$ cat src/rtl/calc_pkg.sv
// rtl/calc_pkg.sv - shared key codes, ALU op and sequencer state types
//
// Purpose: constants and types shared by the calculator sequencer blocks.
// Contents: KEY_* key codes, alu_op_t, state_t, key classification helpers.
package calc_pkg;

   localparam logic [7:0] KEY_ADD = 8'h0A;
   localparam logic [7:0] KEY_SUB = 8'h0B;
   localparam logic [7:0] KEY_MUL = 8'h0C;
   localparam logic [7:0] KEY_AND = 8'h0D;
   localparam logic [7:0] KEY_CLR = 8'h0E;
   localparam logic [7:0] KEY_EQ  = 8'h0F;

   typedef enum logic [1:0] {
      ALU_ADD = 2'd0,
      ALU_SUB = 2'd1,
      ALU_MUL = 2'd2,
      ALU_AND = 2'd3
   } alu_op_t;

   typedef enum logic [2:0] {
      ENTER_A = 3'd0,
      ENTER_B = 3'd1,
      EXEC    = 3'd2,
      WRITE   = 3'd3,
      SHOW    = 3'd4
   } state_t;

   function automatic logic is_digit(input logic [7:0] k);
      return k <= 8'h09;
   endfunction

   function automatic logic is_op_key(input logic [7:0] k);
      return (k >= KEY_ADD) && (k <= KEY_AND);
   endfunction

   function automatic alu_op_t key_to_op(input logic [7:0] k);
      alu_op_t r;
      case (k)
         KEY_SUB: r = ALU_SUB;
         KEY_MUL: r = ALU_MUL;
         KEY_AND: r = ALU_AND;
         default: r = ALU_ADD;
      endcase
      return r;
   endfunction

endpackage

$ cat src/rtl/key_event_sync.sv
// rtl/key_event_sync.sv - key_ready synchronizer, rising-edge event and code capture
//
// Purpose: turn the scanner's level-type key_ready into a single one-cycle event.
// Ports:
//   clk, rst_n   clock, asynchronous active-low reset
//   key_code     scanner key code (stable by the time the event fires)
//   key_ready    level, asynchronous to clk
//   key_evt      one-cycle pulse per rising edge of the synchronized level
//   key_val      key_code captured together with key_evt
module key_event_sync (
   input  logic       clk,
   input  logic       rst_n,
   input  logic [7:0] key_code,
   input  logic       key_ready,
   output logic       key_evt,
   output logic [7:0] key_val
);

   logic sync1;
   logic sync2;
   logic prev;

   always_ff @(posedge clk or negedge rst_n) begin
      if (!rst_n) begin
         sync1   <= 1'b0;
         sync2   <= 1'b0;
         prev    <= 1'b0;
         key_evt <= 1'b0;
         key_val <= 8'h00;
      end else begin
         sync1   <= key_ready;
         sync2   <= sync1;
         prev    <= sync2;
         key_evt <= sync2 & ~prev;
         // key_val is updated in the same edge that raises key_evt, so the
         // two are valid together for exactly one cycle.
         if (sync2 & ~prev) begin
            key_val <= key_code;
         end
      end
   end

endmodule

$ cat src/rtl/calc_sequencer.sv
// rtl/calc_sequencer.sv - keypad calculator sequencer: operand entry, ALU drive, result write
//
// Purpose: decode key events into operand entry and operation selection, run one
// calculation through the external ALU and write the result to the register bank.
// Ports:
//   clk, rst_n            clock, asynchronous active-low reset
//   key_code, key_ready   raw keypad scanner interface
//   alu_a, alu_b, alu_op  registered ALU operands and operation
//   alu_result            combinational ALU result (2*DATA_W wide)
//   rf_we, rf_waddr, rf_wdata  registered register-bank write port
//   disp_value            operand or result to display (decoded from state)
//   ovf                   last result did not fit in DATA_W (borrow for SUB)
//   busy                  high in EXEC/WRITE; key events are dropped then
module calc_sequencer
   import calc_pkg::*;
#(
   parameter int DATA_W = 8,
   parameter int ADDR_W = 3
) (
   input  logic                  clk,
   input  logic                  rst_n,
   input  logic [7:0]            key_code,
   input  logic                  key_ready,
   output logic [DATA_W-1:0]     alu_a,
   output logic [DATA_W-1:0]     alu_b,
   output logic [1:0]            alu_op,
   input  logic [2*DATA_W-1:0]   alu_result,
   output logic                  rf_we,
   output logic [ADDR_W-1:0]     rf_waddr,
   output logic [DATA_W-1:0]     rf_wdata,
   output logic [DATA_W-1:0]     disp_value,
   output logic                  ovf,
   output logic                  busy
);

   localparam int EXT_W = DATA_W + 4;
   localparam logic [EXT_W-1:0] MAX_VAL = {4'b0000, {DATA_W{1'b1}}};

   state_t              state;
   alu_op_t             op;
   logic [DATA_W-1:0]   op_a;
   logic [DATA_W-1:0]   op_b;
   logic [DATA_W-1:0]   result;
   logic [ADDR_W-1:0]   wr_ptr;
   logic                key_evt;
   logic [7:0]          key_val;
   logic [EXT_W-1:0]    app_a;
   logic [EXT_W-1:0]    app_b;

   // Extra 4 bits hold op*10+d without wrapping so the overflow test is exact.
   function automatic logic [EXT_W-1:0] append_digit(input logic [DATA_W-1:0] v,
                                                     input logic [3:0] d);
      return ({4'b0000, v} * EXT_W'(10)) + {{DATA_W{1'b0}}, d};
   endfunction

   key_event_sync u_key_sync (
      .clk       (clk),
      .rst_n     (rst_n),
      .key_code  (key_code),
      .key_ready (key_ready),
      .key_evt   (key_evt),
      .key_val   (key_val)
   );

   assign app_a = append_digit(op_a, key_val[3:0]);
   assign app_b = append_digit(op_b, key_val[3:0]);
   assign busy  = (state == EXEC) || (state == WRITE);

   always_comb begin
      disp_value = result;
      case (state)
         ENTER_A: disp_value = op_a;
         ENTER_B: disp_value = op_b;
         default: disp_value = result;
      endcase
   end

   always_ff @(posedge clk or negedge rst_n) begin
      if (!rst_n) begin
         state    <= ENTER_A;
         op       <= ALU_ADD;
         op_a     <= '0;
         op_b     <= '0;
         result   <= '0;
         wr_ptr   <= '0;
         ovf      <= 1'b0;
         alu_a    <= '0;
         alu_b    <= '0;
         alu_op   <= 2'd0;
         rf_we    <= 1'b0;
         rf_waddr <= '0;
         rf_wdata <= '0;
      end else begin
         rf_we <= 1'b0;
         case (state)
            ENTER_A, ENTER_B, SHOW: begin
               if (key_evt && (key_val <= KEY_EQ)) begin
                  ovf <= 1'b0;
                  if (is_digit(key_val)) begin
                     if (state == ENTER_A) begin
                        if (app_a <= MAX_VAL) begin
                           op_a <= app_a[DATA_W-1:0];
                        end
                     end else if (state == ENTER_B) begin
                        if (app_b <= MAX_VAL) begin
                           op_b <= app_b[DATA_W-1:0];
                        end
                     end else begin
                        // A digit after a result starts a fresh calculation.
                        op_a  <= {{(DATA_W-4){1'b0}}, key_val[3:0]};
                        op_b  <= '0;
                        state <= ENTER_A;
                     end
                  end else if (is_op_key(key_val)) begin
                     op <= key_to_op(key_val);
                     if (state != ENTER_B) begin
                        op_b <= '0;
                     end
                     // Chaining: the previous result becomes the new first operand.
                     if (state == SHOW) begin
                        op_a <= result;
                     end
                     state <= ENTER_B;
                  end else if (key_val == KEY_CLR) begin
                     op_a  <= '0;
                     op_b  <= '0;
                     op    <= ALU_ADD;
                     state <= ENTER_A;
                  end else if (state == ENTER_B) begin
                     // Only EQUALS remains; it launches the calculation.
                     alu_a  <= op_a;
                     alu_b  <= op_b;
                     alu_op <= op;
                     state  <= EXEC;
                  end
               end
            end
            EXEC: begin
               result   <= alu_result[DATA_W-1:0];
               ovf      <= |alu_result[2*DATA_W-1:DATA_W];
               rf_we    <= 1'b1;
               rf_waddr <= wr_ptr;
               rf_wdata <= alu_result[DATA_W-1:0];
               state    <= WRITE;
            end
            WRITE: begin
               wr_ptr <= wr_ptr + 1'b1;
               state  <= SHOW;
            end
            default: state <= ENTER_A;
         endcase
      end
   end

endmodule

$ cat config.mk
export PLATFORM = sky130hd
export DESIGN_NAME = calc_sequencer
export DESIGN_NICKNAME = d
export VERILOG_FILES = /design/src/rtl/calc_pkg.sv /design/src/rtl/key_event_sync.sv /design/src/rtl/calc_sequencer.sv
export SDC_FILE = /design/constraint.sdc
export NUM_CORES = 1
export LEC_CHECK = 0
export CAP_MARGIN = 20
export CORE_MARGIN = 5
export CORE_UTILIZATION = 40
export CTS_CLUSTER_DIAMETER = 60
export DETAILED_ROUTE_END_ITERATION = 10
export PLACE_DENSITY = 0.66
export SYNTH_ARGS = -nofsm -noshare
export SYNTH_HDL_FRONTEND = slang
export SYNTH_SLANG_ARGS = --single-unit
$ cat constraint.sdc
create_clock -name clk -period 6.8 [get_ports clk]
set_clock_uncertainty 0.2 [all_clocks]
set_input_delay 1.36 -clock clk [delete_from_list [all_inputs] [get_ports clk]]
set_output_delay 1.36 -clock clk [all_outputs]
set_load 0.02 [all_outputs]
; Word level (Yosys, flattened, before mapping)
; Index checks and enable logic that the tools add are counted.
[op_classes]
n_addsub = 3
multipliers = 2
magnitude_cmp = 6
eq_ne = 19
mux = 28
bitwise_logic = 5
reduce_logical = 15
[ops]
columns = cell, n
row1 = two-way mux 8 bit, 13
row2 = == test 8 x 4 -> 1 bit (second input constant), 4
row3 = adder 12 x 4 -> 12 bit, 2
row4 = less-or-equal comparator 12 x 8 -> 1 bit (second input constant), 2
row5 = less-or-equal comparator 8 x 4 -> 1 bit (second input constant), 3
row6 = multiplier 8 x 3 -> 11 bit (second input constant), 2
row7 = two-way mux 3 bit, 7
row8 = AND reduction 6 bit, 3
row9 = case mux 8 bit (2 select lines), 1
row10 = inequality test 3 x 2 -> 1 bit (second input constant), 4
row11 = inequality test 3 bit (second input constant), 3
row12 = case mux 3 bit (3 select lines), 1
row13 = >= comparator 8 x 4 -> 1 bit (second input constant), 1
row14 = AND reduction 4 bit, 2
row15 = OR reduction 8 bit, 1
row16 = == test 3 x 2 -> 1 bit (second input constant), 2
row17 = case mux 2 bit (3 select lines), 1
row18 = inequality test 5 bit (second input constant), 1
row19 = two-way mux 2 bit, 2
row20 = inequality test 2 bit (second input constant), 2
row21 = NOT 1 bit, 4
row22 = nonzero test 2 bit, 2
row23 = adder 3 x 1 -> 3 bit (second input constant), 1
row24 = == test 3 x 1 -> 1 bit (second input constant), 1
row25 = 11 further kinds, 13
[totals]
ff_bits = 67
in_bits = 27
out_inout_bits = 40
word_cells = 95

; Longest topological paths before layout
[logic_depth]
word_depth = 7
mapped_depth = 11
depth_no_buf = 11

; Hierarchy
; From an unflattened synthesis, not the netlist that was laid out.
[hier_totals]
cells_unflattened = 367
hier_area_um2 = 4070.2
[modules_own_cells]
columns = mod, instances, cells_each, area_each_um2, seq_area_each_um2
row1 = calc_sequencer, 1, 345, 3616.0, 1376.3
row2 = key_event_sync, 1, 22, 454.2, 300.3

; Worst setup path before layout
; No wires, ideal clock.
[synth_timing]
kind = reg-to-reg
from = reg op_a[1]
to = reg op_a[2]
setup_time_ps = 125
arrival_time_ps = 2863
t_required_ps = 6475
slack_ps = 3613
path_stages_with_launch = 12
n_path_buf = 0
synth_period_minus_slack_ps = 3187
cell_sequence = dfrtp_1 ha_1 ha_1 inv_1 fa_1 xnor2_1 nand3b_1 nor4_1 or2_2 a221oi_1 o21ai_2 mux2_2
[synth_between]
elab_chain_cells = 5
word_cells_on_any_way = 8
classes_between = add/sub: 1 / mul: 1 / order compare: 1 / eq/ne: 1 / mux: 3 / reduce/logical: 1
[synth_lines]
columns = element, line_no
row1 = start: declaration, calc_sequencer.sv:41  ; logic [DATA_W-1:0] op_a;
row2 = start signal: assignment, calc_sequencer.sv:102  ; op_a <= app_a[DATA_W-1:0];
row3 = start signal: assignment, calc_sequencer.sv:110  ; op_a <= {{(DATA_W-4){1'b0}}, key_val[3:0]};
row4 = start signal: assignment, calc_sequencer.sv:121  ; op_a <= result;
row5 = multiplier 8 x 3 -> 11 bit (*), calc_sequencer.sv:53  ; return ({4'b0000, v} * EXT_W'(10)) + {{DATA_W{1'b0}}, d};
row6 = adder 12 x 4 -> 12 bit (*), calc_sequencer.sv:53
row7 = less-or-equal comparator 12 x 8 -> 1 bit or two-way mux 8 bit (tied branches), calc_sequencer.sv:101  ; if (app_a <= MAX_VAL) begin
row8 = inequality test 3 x 2 -> 1 bit (no line) or two-way mux 8 bit (tied branches), n/a
row9 = AND reduction 6 bit (no line) or two-way mux 8 bit (tied branches), n/a
; Mark *: on every way between the ends. The rest lies on a longest branch, timed or not. The select of a mux whose other input is x is not followed.
; A chain may end at the register's enable or synchronous reset.

; Worst setup path in the final report
[layout_timing]
from = reg state[1]
to = out disp_value[3]
[layout_between]
elab_chain_cells = 2
word_cells_on_any_way = 3
classes_between = eq/ne: 1 / mux: 1 / reduce/logical: 1
[layout_lines]
columns = element, line_no
row1 = start: declaration, calc_sequencer.sv:39  ; state_t state;
row2 = start signal: assignment, calc_sequencer.sv:80  ; state <= ENTER_A;
row3 = start signal: assignment, calc_sequencer.sv:112  ; state <= ENTER_A;
row4 = start signal: assignment, calc_sequencer.sv:123  ; state <= ENTER_B;
row5 = == test 3 x 1 -> 1 bit or logical NOT 3 bit (tied branches), calc_sequencer.sv:71  ; case (state)
row6 = case mux 8 bit (2 select lines) (*), calc_sequencer.sv:71
row7 = end: declaration, calc_sequencer.sv:31  ; output logic [DATA_W-1:0] disp_value,
; Mark *: on every way between the ends. The rest lies on a longest branch, timed or not.

==> out/qor.csv <==
stage;metric;value;unit
power;clock network fraction of design power;23.1;%
routing;Post-route DRC;0;
power;switching power of the nets;502;uW
global_routing;first-pass GRT wire length;17.1;mm
global_routing;initial antenna violation count;0;
timing;Hold Violations, Final;0;
critical_path;critical path launch point type;flip-flop;
routing;Vias/cell;5.44;
global_routing;vias in the first global route;3399;
synth;Post-synth EDFFs;0;
timing;Final WS setup;2.84;ns
cts;Clock Path Buffers;2;
synth;synth top area cells;dfrtp_1, mux2_2, ha_1;
synth;synthesized net count;441;
timing;FMAX;253;MHz
timing;crit share post-route;58.2;%
cts;postcts setup bufs;0;
synth;Synth Cell Area;4030;um2
synth;Yosys top cell area share;41.6;%
timing;TNS Setup;0;ns
place;Placed Area;4830;um2
place;Port Buffers;66;
layout;footprint of the multi-input gates;2270;um2
synth;number of synthesized register bits;67;
layout;Area Overhead vs Synth;24.9;%
cts;cts bufs inserted;9;
routing;Post-Route WL;9.90;mm
layout;Final Net Count;510;
power;Peak VDD IR;0.252;mV
critical_path;critical-path cell list;nor2_1, buf_6, nor2_1, a21oi_1, clkdlybuf4s50_1;
power;Sw Share;36.9;%
global_routing;Congestion Overflow GR;0;
floorplan;die width;110;um
timing;Slew Viols, Final;0;
cts;post_cts resized;0;
critical_path;CP endpoint kind;primary output;
timing;worst slew pin tran;0.891;ns
routing;antenna-violating nets left;0;
cts;Reg clk slew, reported paths;0.07;ns
layout;Post-Layout Inst Area;5030;um2
layout;fin util;51.3;%
synth;sequential fraction of the synthesis area;41.6;%
routing;initial detailed-routing violation count;126;
cts;TritonCTS clock tree;yes;
synth;Yosys warnings;0;
critical_path;most frequent CP cell;nor2_1;
place;pre-CTS WS;3.20;ns
synth;count of different cell masters after synthesis;53;
synth;synthesized area per cell;10.6;um2
critical_path;Data arrival, critical path;2.40;ns
critical_path;CP max FO;15;
critical_path;Required @ worst endpoint;5.24;ns
routing;First-pass DRT Iterations;4;
timing;Final min period;3.96;ns
cts;CTS Hold Bufs;0;
power;Internal;859;uW
synth;top_reg_cell synth;dfrtp_1;
power;Leak;0.00227;uW
layout;fill count;952;
timing;Setup violations, final;0;
place;Final HPWL DP;7.34;mm
global_routing;largest net degree at the start of global routing;68;
cts;clk sinks;67;
floorplan;Die ar.;12200;um2
outcome;run status;completed;
flow_run;Max Cap Viol;0;
layout;ANT cells;0;
critical_path;Crit Path Class;flip-flop to primary output;
routing;vias;3187;
power;power share of the sequential group;39.8;%
timing;unrepaired setup endpoints after global routing;false;
timing;slew margin rel.;40.4;%
floorplan;core area;9820;um2
floorplan;# rows;36;
power;power per cell area;270;nW/um2
floorplan;Initial Utilization;41.1;%
routing;drt wl/cell;16.9;um
cts;htree depth;3;
power;combinational share of power;37.1;%
min_path;Hold Path Class;flip-flop to flip-flop;
synth;Yosys top cell by area;dfrtp_1;
cts;Root Driver;clkbuf_8;
synth;ys async rst share;100;%
cts;Clock Latency Late Sink;0.35;ns
global_routing;Tot GR Track Use;16.9;%
synth;Post-Synthesis Cells;379;
floorplan;die height;110;um
place;GP Congestion;0.855;
critical_path;Crit path largest cell delay;0.62;ns
critical_path;slowest library cell on the worst path;clkdlybuf4s50_1;
floorplan;I/O pin count;67;
layout;Storage cell area;1680;um2
layout;share of cells above drive strength 1;17.2;%
## metrics by stage
stage          instances  hold WS (ns)  total power [uW]
2_1_floorplan        379         0.131               817
3_3_place_gp         568         0.136              1040
3_5_place_dp         569         0.140              1050
4_1_cts              585         0.159              1370
6_report             586         0.154              1360
5_1_grt              586         0.171              1450
## cells in the mapped netlist, types with 3 or more instances
cell type	number
nand2_1	32
buf_1	3
a21oi_1	24
and3_1	5
a32oi_1	4
mux2_2	42
fa_1	4
clkbuf_1	6
xor2_1	5
nand2b_1	4
ha_1	31
mux2i_1	11
nand3_1	6
a311oi_1	3
nand4_1	3
o21ai_0	24
nor4_1	3
nor3_1	5
and2_1	3
o211ai_1	3
nor2_1	26
buf_2	3
mux2_4	3
xnor2_1	12
inv_1	9
a21o_1	4
dfrtp_1	67
## registers in the layout, summed over array words and instances (netlist names), 2 cells and up
signal / cells
u_key_sync.key_val: 8
op_a: 8
alu_b: 8
op_b: 8
alu_a: 8
wr_ptr: 3
alu_op: 2
op: 2
result: 8
state: 3
rf_waddr: 3
## routing by layer
| metal | vias to the layer above | routed length, um | GRT usage [%] |
|---|---|---|---|
| li1 | 1515 | - | - |
| met3 | 16 | 539 | 4.65 |
| met2 | 84 | 4690 | 27.6 |
| met1 | 1572 | 4480 | 21.7 |
| met4 | 0 | 195 | 5.67 |
| met5 | - | 0 | 0 |
## layout by cell type (no fill, tap or decap), types with 5 or more instances in the layout
cell type        count
a21oi_1             24
and3_1               5
clkbuf_8            11
clkdlybuf4s50_1     65
dfrtp_1             67
ha_1                31
inv_1                9
mux2_2              42
mux2i_1             11
nand2_1             32
nand3_1              6
nor2_1              26
nor3_1               5
o21ai_0             24
xnor2_1             12
xor2_1               5
## power by group through the flow
stage | Sequential (uW) | Combinational [uW] | Clock, uW
2_1_floorplan | 555 | 262 | 0
3_3_place_gp | 546 | 489 | 0
3_5_place_dp | 547 | 503 | 0
4_1_cts | 541 | 507 | 324
5_1_grt | 551 | 552 | 345
6_report | 542 | 505 | 314
## cell type report
| class | instances | area share (%) |
|---|---|---|
| Clock buffer | 11 | 3.01 |
| Inverter | 9 | 0.671 |
| Sequential cell | 67 | 33.3 |
| Timing Repair Buffer | 71 | 13.9 |
| Tap cell | 133 | 3.31 |
| Multi-Input combinational cell | 290 | 45.1 |
| Clock inverter | 5 | 0.746 |
## critical path, delay by kind of cell, from the launching register on
| kind | cells | cell delay (ns) |
|---|---|---|
| buf+inv | 2 | 0.87 |
| flops | 1 | 0.47 |
| compound gates | 1 | 0.13 |
| simple gates | 2 | 0.58 |
## final timing paths
kind / to / slack, ns / start / cells past startpoint
worst max register to register: op_a[2] / 3.18 / op_a[1] / 11
min in group asynchronous: u_key_sync.key_val[4] / 1.00 / rst_n / 2
max in group asynchronous: op_a[2] / 4.83 / rst_n / 2
worst min register to register: u_key_sync.sync2 / 0.15 / u_key_sync.sync1 / 0
worst max-delay path: disp_value[3] / 2.84 / state[1] / 5
worst min-delay path: u_key_sync.sync2 / 0.15 / u_key_sync.sync1 / 0
## kinds of logic after synthesis
family                   synth area share (%)
adder cells (fa/ha/maj)                  11.6
XOR/XNOR                                 3.69
AND/OR/NAND/NOR                          12.2
multiplexers                             15.6
flip-flops                               41.6
AO/OA/AOI/OAI                            13.2
buffers and inverters                    2.17
Power figures use the tool's default switching activity.
